--- src/rtl/key_debounce_multi.sv ---
// key_debounce_multi
//   Multi-channel key debouncer and press classifier. Each channel
//   synchronises a raw key, filters bounce with a stability counter and
//   reports a debounced pressed level plus one-cycle press, release,
//   long-press and auto-repeat events.
//
// Ports
//   sysclk         clock, all logic on the rising edge
//   rst_n          synchronous active-low reset
//   key_in         raw asynchronous key levels, one bit per channel
//   key_state      debounced pressed level (1 = pressed for either polarity)
//   press_pulse    one-cycle pulse when a press is accepted
//   release_pulse  one-cycle pulse when a release is accepted
//   long_pulse     one-cycle pulse LONG_CYC cycles after the press pulse
//   repeat_pulse   one-cycle pulse every REPEAT_CYC cycles while long-held
module key_debounce_multi #(
  parameter int NUM_KEYS     = 4,
  parameter bit ACTIVE_LEVEL = 1'b1,
  parameter int DEBOUNCE_CYC = 2_500_000,
  parameter int LONG_CYC     = 50_000_000,
  parameter int REPEAT_CYC   = 10_000_000,
  parameter bit REPEAT_EN    = 1'b1
) (
  input  logic                sysclk,
  input  logic                rst_n,
  input  logic [NUM_KEYS-1:0] key_in,
  output logic [NUM_KEYS-1:0] key_state,
  output logic [NUM_KEYS-1:0] press_pulse,
  output logic [NUM_KEYS-1:0] release_pulse,
  output logic [NUM_KEYS-1:0] long_pulse,
  output logic [NUM_KEYS-1:0] repeat_pulse
);

  localparam int DW = $clog2(DEBOUNCE_CYC + 1);
  localparam int HW = $clog2(LONG_CYC + 1);
  localparam int RW = $clog2(REPEAT_CYC + 1);

  localparam logic [DW-1:0] DCNT_LAST = DW'(DEBOUNCE_CYC - 1);
  localparam logic [HW-1:0] HCNT_LAST = HW'(LONG_CYC - 1);
  localparam logic [RW-1:0] RCNT_LAST = RW'(REPEAT_CYC - 1);

  typedef enum logic [1:0] {
    IDLE    = 2'd0,
    PRESSED = 2'd1,
    LONG    = 2'd2
  } state_e;

  for (genvar k = 0; k < NUM_KEYS; k++) begin : g_chan
    logic          sync1_q, sync2_q;
    logic          act;
    logic          accept;
    logic [DW-1:0] dcnt_q, dcnt_d;
    logic          kst_q, kst_d;
    state_e        state_q, state_d;
    logic [HW-1:0] hcnt_q, hcnt_d;
    logic [RW-1:0] rcnt_q, rcnt_d;
    logic          press_q, press_d;
    logic          rel_q, rel_d;
    logic          long_q, long_d;
    logic          rep_q, rep_d;

    // Two-flop synchroniser; resets to the idle level so a key held
    // through reset is seen as a fresh press afterwards.
    always_ff @(posedge sysclk) begin
      if (!rst_n) begin
        sync1_q <= ~ACTIVE_LEVEL;
        sync2_q <= ~ACTIVE_LEVEL;
      end else begin
        sync1_q <= key_in[k];
        sync2_q <= sync1_q;
      end
    end

    // Normalised to 1 = pressed so the rest of the channel is polarity-free.
    assign act = ~(sync2_q ^ ACTIVE_LEVEL);

    // Stability filter: any return to the current debounced level restarts
    // the count, so only an uninterrupted run of DEBOUNCE_CYC cycles flips it.
    always_comb begin
      dcnt_d = dcnt_q;
      kst_d  = kst_q;
      accept = 1'b0;
      if (act == kst_q) begin
        dcnt_d = '0;
      end else if (dcnt_q == DCNT_LAST) begin
        kst_d  = act;
        dcnt_d = '0;
        accept = 1'b1;
      end else begin
        dcnt_d = dcnt_q + 1'b1;
      end
    end

    // Press classifier. The release branch is tested first in PRESSED and
    // LONG so that a release coinciding with a long/repeat event wins.
    // hcnt parks at its last value once LONG is reached.
    always_comb begin
      state_d = state_q;
      hcnt_d  = hcnt_q;
      rcnt_d  = rcnt_q;
      press_d = 1'b0;
      rel_d   = 1'b0;
      long_d  = 1'b0;
      rep_d   = 1'b0;
      case (state_q)
        IDLE: begin
          if (accept && act) begin
            state_d = PRESSED;
            press_d = 1'b1;
            hcnt_d  = '0;
            rcnt_d  = '0;
          end
        end
        PRESSED: begin
          if (accept && !act) begin
            state_d = IDLE;
            rel_d   = 1'b1;
            hcnt_d  = '0;
            rcnt_d  = '0;
          end else if (hcnt_q == HCNT_LAST) begin
            state_d = LONG;
            long_d  = 1'b1;
            rcnt_d  = '0;
          end else begin
            hcnt_d = hcnt_q + 1'b1;
          end
        end
        LONG: begin
          if (accept && !act) begin
            state_d = IDLE;
            rel_d   = 1'b1;
            hcnt_d  = '0;
            rcnt_d  = '0;
          end else if (REPEAT_EN) begin
            if (rcnt_q == RCNT_LAST) begin
              rep_d  = 1'b1;
              rcnt_d = '0;
            end else begin
              rcnt_d = rcnt_q + 1'b1;
            end
          end
        end
        default: begin
          state_d = IDLE;
          hcnt_d  = '0;
          rcnt_d  = '0;
        end
      endcase
    end

    always_ff @(posedge sysclk) begin
      if (!rst_n) begin
        dcnt_q  <= '0;
        kst_q   <= 1'b0;
        state_q <= IDLE;
        hcnt_q  <= '0;
        rcnt_q  <= '0;
        press_q <= 1'b0;
        rel_q   <= 1'b0;
        long_q  <= 1'b0;
        rep_q   <= 1'b0;
      end else begin
        dcnt_q  <= dcnt_d;
        kst_q   <= kst_d;
        state_q <= state_d;
        hcnt_q  <= hcnt_d;
        rcnt_q  <= rcnt_d;
        press_q <= press_d;
        rel_q   <= rel_d;
        long_q  <= long_d;
        rep_q   <= rep_d;
      end
    end

    assign key_state[k]     = kst_q;
    assign press_pulse[k]   = press_q;
    assign release_pulse[k] = rel_q;
    assign long_pulse[k]    = long_q;
    assign repeat_pulse[k]  = rep_q;
  end

endmodule
--- config.mk ---
export PLATFORM = sky130hd
export DESIGN_NAME = key_debounce_multi
export DESIGN_NICKNAME = d
export VERILOG_FILES = /design/src/rtl/key_debounce_multi.sv
export SDC_FILE = /design/constraint.sdc
export NUM_CORES = 1
export LEC_CHECK = 0
export ABC_CLOCK_PERIOD_IN_PS = 4010
export BUFFER_PORTS_ARGS = -buffer_cell sky130_fd_sc_hd__buf_4
export CORE_UTILIZATION = 30
export CTS_CLUSTER_DIAMETER = 100
export DETAILED_ROUTE_END_ITERATION = 12
export HOLD_SLACK_MARGIN = 0.03
export SLEW_MARGIN = 20
export SYNTH_ARGS = -nofsm -noshare
export SYNTH_HDL_FRONTEND = slang
export SYNTH_SLANG_ARGS = --single-unit
export TNS_END_PERCENT = 1
--- constraint.sdc ---
create_clock -name sysclk -period 4.01 [get_ports sysclk]
set_input_delay 0.802 -clock sysclk [delete_from_list [all_inputs] [get_ports sysclk]]
set_output_delay 0.802 -clock sysclk [all_outputs]
set_load 0.05 [all_outputs]
==> flow_metrics.py <==
metrics = {
    "status": {
        "status": "completed",
    },
    "final_layout": {
        "fin_area_sq_mm": 0.0178,
        "n_antenna_cell": 0,
        "fillCellCount": 5303,
        "drive_above_1_share": 0.0636,
        "nNetsFinal": 1990,
        "area_delta_synth_final_pct": 12.3,
    },
    "die": {
        "core_sq_mm": 0.0518,
        "die_h_um": 232,
        "num_rows": 83,
        "initial_core_util": 0.306,
        "die_x_um": 232,
        "pin_count": 26,
        "die_area_sq_mm": 0.0539,
    },
    "grt": {
        "grt_pass1_vias": 13300,
        "grt_max_degree": 45,
        "overflow": 0,
        "grt_pass1_wl_mm": 63.1,
        "antenna_found_initial": 0,
        "grt_usage": 0.137,
    },
    "detailed_routing": {
        "ant_nets": 0,
        "wl_per_cell_um": 13.8,
        "dr.pass1.iters": 5,
        "drtIter0Drc": 700,
        "drc_errors": 0,
        "wl_mm": 36.9,
        "drt-vias-per-instance": 5.17,
        "num_vias": 13800,
    },
    "clock_network": {
        "clk_path_buf_depth": 3,
        "cts_root_buf": "clkbuf_16",
        "post_cts_resized": 0,
        "clock-sinks": 324,
        "clk_pin_slew_worst_paths_ns": 0.05,
        "cts_tree": "yes",
        "cts_setup_buffers": 0,
        "insertion_delay_ns": 0.55,
        "h-tree-depth": 2,
        "cts_hold_buf": 0,
        "cts-buffers-inserted": 38,
    },
    "pwr": {
        "vdd_drop_max_mv": 0.308,
        "power_density_mw_per_mm2": 388,
        "leakagePower_uw": 0.00584,
    },
    "timing": {
        "finClkSkew_ns": 0.0165,
        "slew_headroom": 0.472,
        "slew_violations": 0,
        "max_freq_ghz": 0.301,
        "min_period_ns": 3.33,
        "tightest_slew_ns": 0.786,
        "finalSetupTns_ns": 0,
        "hold_viol_final": 0,
        "rsz0062_at_grt": "false",
        "finalSetupViolations": 0,
        "post-route-period-util": 0.829,
    },
    "placement": {
        "place_congestion": 0.834,
        "io_buffers": 25,
        "placed_area_sq_mm": 0.0167,
        "dp_hpwl_mm": 24.7,
    },
    "job": {
        "drv_cap": 0,
    },
    "logic_synthesis": {
        "synth_cells": 1962,
        "yosys_warnings": 0,
        "synthDistinctLibCells": 74,
        "ys_seq_area_frac": 0.408,
        "synth-async-reset-ratio": 0,
        "synth-edff-count": 0,
        "avgSynthCellArea_sq_um": 8.10,
        "synth-seq-cells": 324,
        "synth_ff_type": "dfxtp_1",
        "synth_nets": 1992,
        "synthesis.area_sq_mm": 0.0159,
    },
    "worst_setup_path": {
        "cp_cell_sequence": "ha_1 -> nand3_1 -> or4_1 -> o31ai_1 -> o21a_1 -> nor2_1 -> nor2_1 -> nor2_1",
        "cp_common_cell": "nor2_1",
        "worst-path-max-fanout": 10,
        "cp.required_ns": 4.42,
        "start_kind": "flip-flop",
        "worstSetupPathType": "flip-flop to flip-flop",
        "slowest_stage": "or4_1",
        "max_stage_delay_ns": 0.70,
        "setup.worst_path.end_class": "flip-flop",
        "critical_path_arrival_ns": 3.73,
    },
    "worst_hold_path": {
        "min_path_type": "flip-flop to flip-flop",
    },
}
-- stage by stage --
stage	worst slack, ns	total power [uW]	hold slack [ns]	utilization	instances
after floorplan	1.11	3600	0.412	-	1962
after global placement	0.782	3720	0.419	0.322	2600
after detailed placement	0.742	3720	0.424	0.322	2600
after CTS	0.727	7040	0.426	0.344	2662
after global routing	0.462	7220	0.444	0.344	2662
final	0.685	6920	0.431	0.344	2662
-- critical path: cells and delay by family (launching register included) --
kind                     cells  cell delay [ns]
flip-flops                   1             0.35
adder cells (fa/ha/maj)      1             0.19
AO/OA/AOI/OAI                2             0.90
AND/OR/NAND/NOR              5             1.75
-- kinds of logic (layout without fill, tap and decap cells) --
| group | after synthesis | count (layout) | share of synthesized area |
|---|---|---|---|
| and+or+nand+nor | 977 | 977 | 0.319 |
| AOI/OAI and AO/OA | 351 | 351 | 0.132 |
| DFF | 324 | 324 | 0.408 |
| xor gates and xnor gates | 146 | 146 | 0.0805 |
| buffers and inverters | 132 | 152 | 0.0364 |
| adders and majority gates | 24 | 24 | 0.0189 |
| muxes | 8 | 8 | 0.00512 |
-- registers in the layout (all words and copies together), names as in the netlist --
| name | cells |
|---|---|
| g_chan.act | 4 |
| g_chan.kst_q | 4 |
| g_chan.state_q | 8 |
| g_chan.rcnt_q | 96 |
| g_chan.long_q | 4 |
| g_chan.rep_q | 4 |
| g_chan.press_q | 4 |
| g_chan.dcnt_q | 88 |
| g_chan.hcnt_q | 104 |
| g_chan.rel_q | 4 |
| g_chan.sync1_q | 4 |
-- final timing paths --
kind | from | endpoint | depth (start not counted) | slack (ns)
min reg2reg | g_chan[1].sync1_q | g_chan[1].act | 1 | 0.43
min | g_chan[1].sync1_q | g_chan[1].act | 1 | 0.43
max reg2reg | g_chan[1].dcnt_q[0] | g_chan[1].rcnt_q[10] | 8 | 0.68
max | g_chan[1].dcnt_q[0] | g_chan[1].rcnt_q[10] | 8 | 0.68
-- placed cells by master (no fill, tap or decap), types with 7 or more instances in the layout --
| master | instances |
|---|---|
| buf_4 | 48 |
| nand2_1 | 146 |
| xor2_1 | 78 |
| nor4b_1 | 9 |
| nor2b_1 | 16 |
| or2_2 | 9 |
| or3_1 | 37 |
| inv_1 | 41 |
| and4_1 | 26 |
| nand3b_1 | 13 |
| nor2_1 | 294 |
| clkbuf_8 | 8 |
| mux2i_1 | 7 |
| or4_1 | 20 |
| clkbuf_1 | 11 |
| nand2b_1 | 7 |
| and2_1 | 28 |
| ha_1 | 24 |
| dfxtp_1 | 324 |
| nand4_1 | 64 |
| a31oi_1 | 23 |
| clkbuf_16 | 39 |
| a21oi_1 | 128 |
| a21o_1 | 10 |
| nor3_1 | 53 |
| nor4_1 | 33 |
| nand3_1 | 115 |
| xnor2_1 | 68 |
| o21ai_0 | 104 |
| nand4b_1 | 20 |
| and3_1 | 57 |
| nor3b_1 | 10 |
| o21a_1 | 12 |
-- power by group --
part / internal, uW / switching, uW
Clock: 1920 / 1350
Combinational: 112 / 297
Sequential: 3230 / 11.0
-- area by class of cell --
cell class	count	area (sq um)	area share
Clock buffer	58	1130	0.0632
Clock inverter	4	27.5	0.00154
Inverter	42	159	0.00891
Timing Repair Buffer	48	360	0.0202
Tap cell	680	851	0.0477
Sequential cell	324	6490	0.364
Multi-Input combinational cell	1506	8820	0.495
-- per-layer routing --
metal | GRT usage | up-vias | wire [um]
met4 | 0.0471 | 0 | 852
li1 | - | 6994 | -
met1 | 0.175 | 6510 | 17600
met3 | 0.0222 | 58 | 1380
met5 | 0 | - | 0
met2 | 0.231 | 198 | 17000
-- synth_stat cells, drive strengths merged, types with 4 or more instances --
master / count / area [sq um]
o21ai: 111 / 559
o31ai: 7 / 71.3
xor2: 78 / 683
dfxtp: 324 / 6490
o22ai: 5 / 31.3
and2: 28 / 175
ha: 24 / 300
o41ai: 4 / 35.0
nand4b: 20 / 175
nor3: 53 / 265
and4: 26 / 228
or4b: 5 / 50.1
nor2b: 16 / 100
xnor2: 68 / 596
nor4bb: 5 / 50.1
nor3b: 10 / 75.1
and3: 57 / 357
or4: 20 / 150
buf: 27 / 184
or3: 37 / 231
a41oi: 4 / 35.0
a22oi: 4 / 30.0
inv: 42 / 158
o21a: 12 / 90.1
nor2: 295 / 1110
nor4: 34 / 219
mux2i: 7 / 70.1
nand2: 146 / 548
nand4: 64 / 400
nand3b: 13 / 97.6
nor4b: 9 / 78.8
or2: 10 / 62.6
a31oi: 23 / 144
a21oi: 130 / 658
nand3: 115 / 576
nand2b: 7 / 43.8
o211ai: 6 / 45.0
clkbuf: 63 / 236
a21o: 10 / 75.1
(Power assumes the default switching activity.)
